File: src/rtl/usb_tx_pkg.sv
// Shared types and width constants for the USB transmit scheduler.
package usb_tx_pkg;

  localparam int PKT_W_DEFAULT = 99;
  localparam int IPG_W         = 4;
  localparam int TO_W          = 8;

  typedef enum logic [2:0] {
    ST_IDLE      = 3'd0,
    ST_LOAD      = 3'd1,
    ST_WAIT_BUSY = 3'd2,
    ST_SEND      = 3'd3,
    ST_GAP       = 3'd4
  } sched_state_e;

endpackage

File: src/rtl/usb_rr_arb.sv
// Combinational one-hot arbiter: round-robin from ptr, or fixed priority
// (index 0 first) when USB_TX_SCHED_FIXED_PRIO_EN is defined.
module usb_rr_arb #(
  parameter int N_REQ = 3,
  parameter int PTR_W = 2
) (
  input  logic [N_REQ-1:0] req,
  input  logic [PTR_W-1:0] ptr,
  output logic [N_REQ-1:0] gnt
);

  logic found_s;

`ifdef USB_TX_SCHED_FIXED_PRIO_EN
  logic ptr_unused_s;
  assign ptr_unused_s = ^ptr;

  // Lowest set index wins
  always_comb begin
    gnt     = '0;
    found_s = 1'b0;
    for (int i = 0; i < N_REQ; i++) begin
      gnt[i]  = req[i] & ~found_s;
      found_s = found_s | req[i];
    end
  end
`else
  logic [PTR_W:0]   sum_s;
  logic [PTR_W-1:0] idx_s;

  // Scan from ptr upward, wrapping at N_REQ; first set request wins
  always_comb begin
    gnt     = '0;
    found_s = 1'b0;
    sum_s   = '0;
    idx_s   = '0;
    for (int k = 0; k < N_REQ; k++) begin
      sum_s      = {1'b0, ptr} + (PTR_W+1)'(k);
      idx_s      = (sum_s >= (PTR_W+1)'(N_REQ)) ? PTR_W'(sum_s - (PTR_W+1)'(N_REQ))
                                                : sum_s[PTR_W-1:0];
      gnt[idx_s] = req[idx_s] & ~found_s;
      found_s    = found_s | req[idx_s];
    end
  end
`endif

endmodule

File: src/rtl/usb_tx_sched.sv
// Serialises packets from N_REQ sources onto the shared USB TX encoder.
// Build option: USB_TX_SCHED_FIXED_PRIO_EN selects fixed priority arbitration.
module usb_tx_sched
  import usb_tx_pkg::*;
#(
  parameter int N_REQ      = 3,
  parameter int PKT_W      = PKT_W_DEFAULT,
  parameter int IPG_CYCLES = 2,
  parameter int START_TO   = 8
) (
  input  logic                   clk,
  input  logic                   rst_b,
  input  logic [N_REQ-1:0]       req,
  input  logic [N_REQ*PKT_W-1:0] pkt_in,
  output logic [N_REQ-1:0]       gnt,
  output logic [N_REQ-1:0]       done,
  output logic [N_REQ-1:0]       err,
  output logic [PKT_W-1:0]       enc_pkt,
  output logic                   enc_start,
  input  logic                   enc_busy,
  output logic                   sched_idle
);

  localparam int             PTR_W   = (N_REQ > 1) ? $clog2(N_REQ) : 1;
  localparam logic [TO_W:0]  TO_LIM  = (TO_W+1)'(START_TO);
  localparam logic [IPG_W:0] IPG_LIM = (IPG_W+1)'(IPG_CYCLES);

  sched_state_e     state_r, state_nxt_s;
  logic [N_REQ-1:0] gnt_r, gnt_nxt_s;
  logic [N_REQ-1:0] done_r, done_nxt_s;
  logic [N_REQ-1:0] err_r, err_nxt_s;
  logic [PKT_W-1:0] enc_pkt_r, enc_pkt_nxt_s;
  logic             enc_start_r, enc_start_nxt_s;
  logic             sched_idle_r, sched_idle_nxt_s;
  logic [TO_W-1:0]  tmo_cnt_r, tmo_cnt_nxt_s;
  logic [IPG_W-1:0] gap_cnt_r, gap_cnt_nxt_s;
  logic [TO_W:0]    tmo_inc_s;
  logic [IPG_W:0]   gap_inc_s;
  logic [N_REQ-1:0] arb_gnt_s;
  logic [PKT_W-1:0] sel_pkt_s;
  logic [PTR_W-1:0] arb_ptr_s;
  logic             gap_entry_s;

  usb_rr_arb #(.N_REQ(N_REQ), .PTR_W(PTR_W)) u_arb (
    .req (req),
    .ptr (arb_ptr_s),
    .gnt (arb_gnt_s)
  );

  // Select the winning requester's packet slice
  always_comb begin
    sel_pkt_s = '0;
    for (int i = 0; i < N_REQ; i++) begin
      sel_pkt_s = sel_pkt_s | (pkt_in[i*PKT_W +: PKT_W] & {PKT_W{arb_gnt_s[i]}});
    end
  end

  assign tmo_inc_s = {1'b0, tmo_cnt_r} + (TO_W+1)'(1);
  assign gap_inc_s = {1'b0, gap_cnt_r} + (IPG_W+1)'(1);

`ifdef USB_TX_SCHED_FIXED_PRIO_EN
  logic gap_entry_unused_s;
  assign gap_entry_unused_s = gap_entry_s;
  assign arb_ptr_s          = '0;
`else
  logic [PTR_W-1:0] ptr_r;
  logic [PTR_W-1:0] ptr_adv_s;

  // One past the current winner; the last index wraps to 0
  always_comb begin
    ptr_adv_s = '0;
    for (int i = 0; i < N_REQ-1; i++) begin
      ptr_adv_s = ptr_adv_s | (PTR_W'(i + 1) & {PTR_W{gnt_r[i]}});
    end
  end

  // Round-robin pointer, advanced as the transfer leaves for GAP
  always_ff @(posedge clk or negedge rst_b) begin
    if (!rst_b) begin
      ptr_r <= '0;
    end else if (gap_entry_s) begin
      ptr_r <= ptr_adv_s;
    end else begin
      ptr_r <= ptr_r;
    end
  end

  assign arb_ptr_s = ptr_r;
`endif

  // Next state and next values of all registered outputs
  always_comb begin
    state_nxt_s     = state_r;
    gnt_nxt_s       = gnt_r;
    done_nxt_s      = '0;
    err_nxt_s       = '0;
    enc_pkt_nxt_s   = enc_pkt_r;
    enc_start_nxt_s = 1'b0;
    tmo_cnt_nxt_s   = tmo_cnt_r;
    gap_cnt_nxt_s   = gap_cnt_r;
    gap_entry_s     = 1'b0;
    case (state_r)
      ST_IDLE: begin
        if (|req) begin
          gnt_nxt_s       = arb_gnt_s;
          enc_pkt_nxt_s   = sel_pkt_s;
          enc_start_nxt_s = 1'b1;
          state_nxt_s     = ST_LOAD;
        end else begin
          gnt_nxt_s = '0;
        end
      end
      ST_LOAD: begin
        tmo_cnt_nxt_s = '0;
        state_nxt_s   = ST_WAIT_BUSY;
      end
      ST_WAIT_BUSY: begin
        if (enc_busy) begin
          state_nxt_s = ST_SEND;
        end else if (tmo_inc_s >= TO_LIM) begin
          err_nxt_s     = gnt_r;
          gnt_nxt_s     = '0;
          gap_cnt_nxt_s = '0;
          gap_entry_s   = 1'b1;
          state_nxt_s   = ST_GAP;
        end else begin
          tmo_cnt_nxt_s = tmo_inc_s[TO_W] ? tmo_cnt_r : tmo_inc_s[TO_W-1:0];
        end
      end
      ST_SEND: begin
        if (!enc_busy) begin
          done_nxt_s    = gnt_r;
          gnt_nxt_s     = '0;
          gap_cnt_nxt_s = '0;
          gap_entry_s   = 1'b1;
          state_nxt_s   = ST_GAP;
        end else begin
          state_nxt_s = ST_SEND;
        end
      end
      ST_GAP: begin
        // A zero gap still spends this one cycle in GAP
        if (gap_inc_s >= IPG_LIM) begin
          state_nxt_s = ST_IDLE;
        end else begin
          gap_cnt_nxt_s = gap_inc_s[IPG_W] ? gap_cnt_r : gap_inc_s[IPG_W-1:0];
        end
      end
      default: begin
        gnt_nxt_s   = '0;
        state_nxt_s = ST_IDLE;
      end
    endcase
  end

  assign sched_idle_nxt_s = (state_nxt_s == ST_IDLE);

  // State, counters and registered outputs
  always_ff @(posedge clk or negedge rst_b) begin
    if (!rst_b) begin
      state_r      <= ST_IDLE;
      gnt_r        <= '0;
      done_r       <= '0;
      err_r        <= '0;
      enc_pkt_r    <= '0;
      enc_start_r  <= 1'b0;
      sched_idle_r <= 1'b1;
      tmo_cnt_r    <= '0;
      gap_cnt_r    <= '0;
    end else begin
      state_r      <= state_nxt_s;
      gnt_r        <= gnt_nxt_s;
      done_r       <= done_nxt_s;
      err_r        <= err_nxt_s;
      enc_pkt_r    <= enc_pkt_nxt_s;
      enc_start_r  <= enc_start_nxt_s;
      sched_idle_r <= sched_idle_nxt_s;
      tmo_cnt_r    <= tmo_cnt_nxt_s;
      gap_cnt_r    <= gap_cnt_nxt_s;
    end
  end

  assign gnt        = gnt_r;
  assign done       = done_r;
  assign err        = err_r;
  assign enc_pkt    = enc_pkt_r;
  assign enc_start  = enc_start_r;
  assign sched_idle = sched_idle_r;

endmodule

File: config.mk
export PLATFORM = sky130hd
export DESIGN_NAME = usb_tx_sched
export DESIGN_NICKNAME = d
export VERILOG_FILES = /design/src/rtl/usb_tx_pkg.sv /design/src/rtl/usb_rr_arb.sv /design/src/rtl/usb_tx_sched.sv
export SDC_FILE = /design/constraint.sdc
export NUM_CORES = 1
export LEC_CHECK = 0
export ABC_CLOCK_PERIOD_IN_PS = 3100
export CORE_AREA = 2 2 159 161
export CTS_CLUSTER_SIZE = 25
export DETAILED_ROUTE_END_ITERATION = 8
export DIE_AREA = 0 0 161 163
export GPL_TIMING_DRIVEN = 0
export PLACE_DENSITY = 0.73
export SYNTH_ARGS = -nofsm -noshare
export SYNTH_HDL_FRONTEND = slang
export SYNTH_SLANG_ARGS = --single-unit
File: constraint.sdc
create_clock -name clk -period 3.1 [get_ports clk]
set_input_delay 0.465 -clock clk [delete_from_list [all_inputs] [get_ports clk]]
set_output_delay 0.465 -clock clk [all_outputs]
set_load 0.005 [all_outputs]
# Word level (Yosys, flattened, before mapping)
# Cells that the tools add are included.
[word_totals]
register_bits = 127
[classes]
reduce_logical = 13
n_mux = 49
eq_ne = 11
addsub = 7
bitwise = 13
order_cmp = 11
[ops]
columns = ["cell", "n"]
rows = [
  ["99-bit bitwise AND", 3],
  ["99-bit OR", 2],
  ["3-bit 2-to-1 mux", 14],
  ["8-bit 2-to-1 mux", 3],
  ["4-bit 2-to-1 mux", 5],
  ["8-bit case mux with 2 select lines", 1],
  ["3-bit case mux with 5 select lines", 1],
  ["2-bit inequality test, second input constant", 7],
  ["3-bit case mux with 4 select lines", 1],
  ["4-bit case mux with 3 select lines", 1],
  ["1-bit 2-to-1 mux", 11],
  ["8-bit by 1-bit adder with 9-bit output, second input constant", 1],
  ["9-bit by 4-bit >= comparator with 1-bit output, second input constant", 1],
  ["2-bit by 3-bit less-than comparator with 1-bit output, second input constant", 3],
  ["4-bit AND reduction", 2],
  ["1-bit binary-select mux with 2-bit select", 3],
  ["3-bit bitwise mux", 2],
  ["1-bit demux with 2-bit select", 3],
  ["3-bit by 2-bit equality test with 1-bit output, second input constant", 2],
  ["2-bit by 1-bit >= comparator with 1-bit output, second input constant", 3],
  ["3-bit by 2-bit >= comparator with 1-bit output, second input constant", 2],
  ["3-bit zero test", 2],
  ["2-bit 2-to-1 mux", 3],
  ["6-bit AND reduction", 1],
  ["other kinds (20)", 27],
]

# Depth between registers and ports, before layout
[depth]
depth_word = 12
ltp_mapped = 10

# Cells and area by module
# A second synthesis with hierarchy kept.
[hier_totals]
hier_cells = 595
area_unflattened_um2 = 6100.9
[by_module_without_submodules]
columns = ["mod", "cells_per_inst", "n_inst", "area_per_inst_um2"]
rows = [
  ["usb_tx_sched", 559, 1, 5840.6],
  ["usb_rr_arb", 36, 1, 260.2],
]

# Worst setup path before layout
# No wires, ideal clock.
[synth_path]
path_type = "flip-flop to flip-flop"
startpoint = "register ptr_r[0], in the netlist arb_ptr_s[0]"
endpoint = "register enc_pkt_r[10], in the netlist enc_pkt[10]"
path_buffers = 3
stages_incl_launch_ff = 11
path_slack_ps = 781
synth_period_minus_slack_ps = 2319
arrival_time_ps = 2195
setup_ps = 124
required_time_ps = 2976
path_cell_list = "dfrtp_1 inv_1 ha_1 buf_2 nor4bb_1 a22oi_1 o31a_1 clkbuf_1 clkbuf_1 nor2_1 a211o_1"
[synth_via]
elab_chain_cells = 12
[synth_rtl]
columns = ["item", "line", "source"]
rows = [
  ["start, declared", "usb_tx_sched.sv:66", "logic [PTR_W-1:0] ptr_r;"],
  ["start signal, assigned", "usb_tx_sched.sv:82", "ptr_r <= ptr_adv_s;"],
  ["start signal, assigned", "usb_tx_sched.sv:84", "ptr_r <= ptr_r;"],
  ["2-bit by 1-bit adder with 3-bit output (tied with other cells)", "usb_rr_arb.sv:38", "sum_s = {1'b0, ptr} + (PTR_W+1)'(k);"],
  ["3-bit by 2-bit >= comparator with 1-bit output (tied with other cells)", "usb_rr_arb.sv:39", "idx_s = (sum_s >= (PTR_W+1)'(N_REQ)) ? PTR_W'(sum_s - (PTR_W+1)'(N_REQ))"],
  ["2-bit 2-to-1 mux (tied with other cells)", "usb_rr_arb.sv:39", ""],
  ["2-bit by 3-bit less-than comparator with 1-bit output (not written as such) (tied with other cells)", "usb_rr_arb.sv:41", "gnt[idx_s] = req[idx_s] & ~found_s;"],
  ["1-bit logical AND (not written as such) (tied with other cells)", "usb_rr_arb.sv:41", ""],
  ["1-bit 2-to-1 mux (not written as such) (tied with other cells)", "usb_rr_arb.sv:41", ""],
  ["1-bit demux with 2-bit select (tied with other cells)", "--", ""],
  ["3-bit bitwise mux / 1-bit bitwise AND (equally long branches)", "usb_rr_arb.sv:41", ""],
  ["3-bit bitwise mux (*)", "usb_rr_arb.sv:41", ""],
  ["99-bit bitwise AND", "usb_tx_sched.sv:54", "sel_pkt_s = sel_pkt_s | (pkt_in[i*PKT_W +: PKT_W] & {PKT_W{arb_gnt_s[i]}});"],
  ["99-bit OR", "usb_tx_sched.sv:54", ""],
  ["99-bit OR (*)", "usb_tx_sched.sv:54", ""],
  ["end signal, assigned", "usb_tx_sched.sv:175", "enc_pkt_r <= enc_pkt_nxt_s;"],
  ["end, declared", "usb_tx_sched.sv:32", "logic [PKT_W-1:0] enc_pkt_r, enc_pkt_nxt_s;"],
]
# Every way passes the cells marked *; elsewhere a longest branch is shown, timed or not. The select of a mux whose other input is x is not followed.
# A chain may end at the register's enable or synchronous reset.

# Final worst setup path
[layout_path]
startpoint = "register ptr_r[0], in the netlist arb_ptr_s[0]"
endpoint = "register enc_pkt_r[51], in the netlist enc_pkt[51]"
# Same word-level chain as after synthesis.

==> impl_results.md <==
- Status: finished clean
- Layout Nets: 1424
- Drt pass-1 iters: 6
- Total track usage: 23.1%
- Worst hold path class: reg -> reg
- Initial antenna violation count: 1
- Layout area overhead: 76.2%
- Register area share after synthesis: about 46%
- Number of flops mapped to enable cells by yosys: 0
- Peak supply drop: 374 uV
- CTS max path bufs: 2
- Setup tns final: 0 ps
- Slowest cell on the critical path: clkbuf_1
- Reg clk slew, reported paths: 60 ps
- Depth of the CTS H-tree: 4
- Slew headroom: around half
- Critical-path cell list: inv_1 -> ha_1 -> buf_2 -> nor4bb_1 -> a22oi_1 -> o31a_1 -> clkbuf_2 -> clkbuf_1 -> nor2_1 -> a211o_1
- Fraction of layout cells with a size suffix above 1: a little over 6%
- Post-synthesis async set-or-reset flop share: 100%
- Actual transition at the worst max-transition pin: approximately 760 ps
- Synth cell types: 49
- Total CTS buffers: 17
- # clock sinks: roughly 130
- Largest net degree at the start of global routing: 82
- IO Pins: between 400 and 500
- Number of global-route vias before repair: between 7000 and 8000
- Clk_skew: ~9.3 ps
- Top delay family on crit path: buffers and inverters
- RSZ-0062 raised after global routing: no
- Die H: 163 microns
- Vias post-DR: roughly 7700
- Clock power frac: around a fifth
- CP max FO: 10
- Die X: ~160 microns
- Number of synthesized register bits: 127
- Pleak: between 5 and 6 nW
- Most used flip-flop cell after synthesis: dfrtp_1
- CTS Root Cell: clkbuf_16
- Avg Vias per Cell: 5.26
- First-pass GRT wire length: approximately 46 mm
- Wire per inst: around 22 microns
- Max Clk Rate: 0.341 GHz
- Gate power share: 54.0%
- Final Hold Vio Count: 0
- Final WL: 31.5 mm
- Min Clock Period, post-route: about 2900 ps
- Slew Viols, Final: 0
- CP Class: reg -> reg
- Pwr/cell area: about 880 mW/mm^2
- Worst-Skew Late Latency: about 420 ps
- Count leader, synth: dfrtp_1
- Area of the die: 0.0262 sq mm
- DRT iter0 DRCs: about 730
- Core area: approximately 0.025 sq mm
- Port bufs: 412
- Commonest cells post-synth: 126 x dfrtp_1, 99 x a32o_1, 93 x nor2_1, 92 x nand2_1, 85 x a211o_1
- Min Hold Slack: around 500 ps
- Psw: between 4 and 5 mW
- Startpoint type of the worst setup path: flop
- CTS tree: yes
- Cell area after synthesis: 0.00685 sq mm
- Syn avg cell area: 10.1 sq um
- Synth top area share: a little under half
- CP bufs+invs: 4
- Max_cap viols: 0
- CP Capture Type: flop
- Synth Warn #: 0
- Int Power: about 6.5 mW
- Critical path's largest stage delay: 460 ps
- Gate Count Post-Synth: between 600 and 700
- Final HPWL DP: between 20 and 25 mm
- # DRC: 0
- Syn Nets: about 1000
- Crit path arrival time: between 3000 and 4000 ps
- Gr ovfl total: 0
- Switching share of power: around two fifths
- Largest area contributor in the netlist: dfrtp_1
- Post-DRT Antenna Nets: 0
- Sequential share of power: roughly a quarter
- CP required: approximately 3400 ps
- Starting Density: between 20% and 30%
- Final setup viols: 0
- Routability cong.: slightly below 0.9
- Row count: 58
- Period utilisation layout: 94.6%
- Ranking of synthesized cells by area: dfrtp_1 46%, a32o_1 14%, a211o_1 11%, nor2_1 5.1%, nand2_1 5.0%
## power by group through the flow
stage / Combinational, mW / Sequential, mW / Clock (mW)
detailed placement: 5.70 / 2.70 / 0
finish: 5.72 / 2.68 / 2.18
global placement: 5.62 / 2.68 / 0
CTS: 5.73 / 2.67 / 2.23
floorplan: 3.02 / 2.69 / 0
global route: 6.16 / 2.74 / 2.30
## final cells by class
| type | instances | area (sq um) |
|---|---|---|
| fillers | 2346 | 12600 |
| repair buffers | 414 | 4160 |
| multi-input cells | 474 | 3290 |
| flip-flops and latches | 127 | 3180 |
| clock buffers | 17 | 425 |
| well taps | 330 | 413 |
| plain buffers | 68 | 357 |
| clock inverters | 15 | 200 |
| inverters | 11 | 41.3 |
| diodes | 1 | 2.50 |
## state kept, by name, summed over array words and instances (netlist names)
| name | count |
|---|---|
| arb_ptr_s | 2 |
| done | 3 |
| enc_pkt | 99 |
| enc_start | 1 |
| err | 3 |
| gap_cnt_r | 4 |
| gnt | 3 |
| sched_idle | 1 |
| state_r | 3 |
| tmo_cnt_r | 8 |
## timing repair
item                                   4_1_cts  5_1_grt
buffers inserted                             0        0
hold buffers                                 1        0
endpoints found under the hold margin       15        0
gates resized for setup                      5        8
gates cloned                                 0        0
setup endpoints to repair                   86       44
## per-stage QoR
step	std cells	utilization, %	setup WS, ps	instance area (sq um)	power [mW]
floorplan	680	-	781	6850	5.71
detailed placement	1423	46.3	-609	11400	8.39
global placement	1422	46.1	-4000	11400	8.30
finish	1457	48.9	167	12100	10.6
global route	1457	48.9	1.70	12100	11.2
CTS	1456	48.9	114	12100	10.6
## layout by cell type (no fill, tap or decap), types with 6 or more instances in the layout
master,instances
a211o_1,85
a221o_1,17
a32o_1,99
and2_1,9
buf_2,11
buf_6,11
clkbuf_1,39
clkbuf_16,17
clkbuf_2,7
clkdlybuf4s50_1,411
dfrtp_1,126
ha_1,8
inv_1,10
inv_6,6
nand2_1,92
nand2b_1,7
nor2_1,92
## final timing paths
kind | start | endpoint | slack (ps) | cells after the start
worst max-delay path | arb_ptr_s[0] | enc_pkt[51] | 170 | 10
worst min-delay path | gap_cnt_r[3] | gap_cnt_r[3] | 500 | 1
worst min register to register | gap_cnt_r[3] | gap_cnt_r[3] | 500 | 1
max in group asynchronous | rst_b | sched_idle | 1720 | 3
min in group asynchronous | rst_b | enc_pkt[0] | 550 | 2
worst max register to register | arb_ptr_s[0] | enc_pkt[51] | 170 | 10
## cell families after synthesis
group	share of synthesized area (%)
mux	0.439
buf+inv	5.68
compound gates	31.5
simple gates	14.5
flops	46.4
fa+ha+maj	1.46
## routing by layer
| metal | routed length (microns) | vias up | global-route usage [%] | share of wire [%] |
|---|---|---|---|---|
| met5 | 0 | - | 0 | 0 |
| met4 | 626 | 0 | 6.78 | 2.0 |
| met3 | 2370 | 38 | 6.77 | 7.5 |
| met2 | 15400 | 343 | 38.4 | 49 |
| met1 | 13200 | 3775 | 29.1 | 42 |
| li1 | - | 3503 | - | - |
No activity file was read; power rests on OpenSTA's default activity.
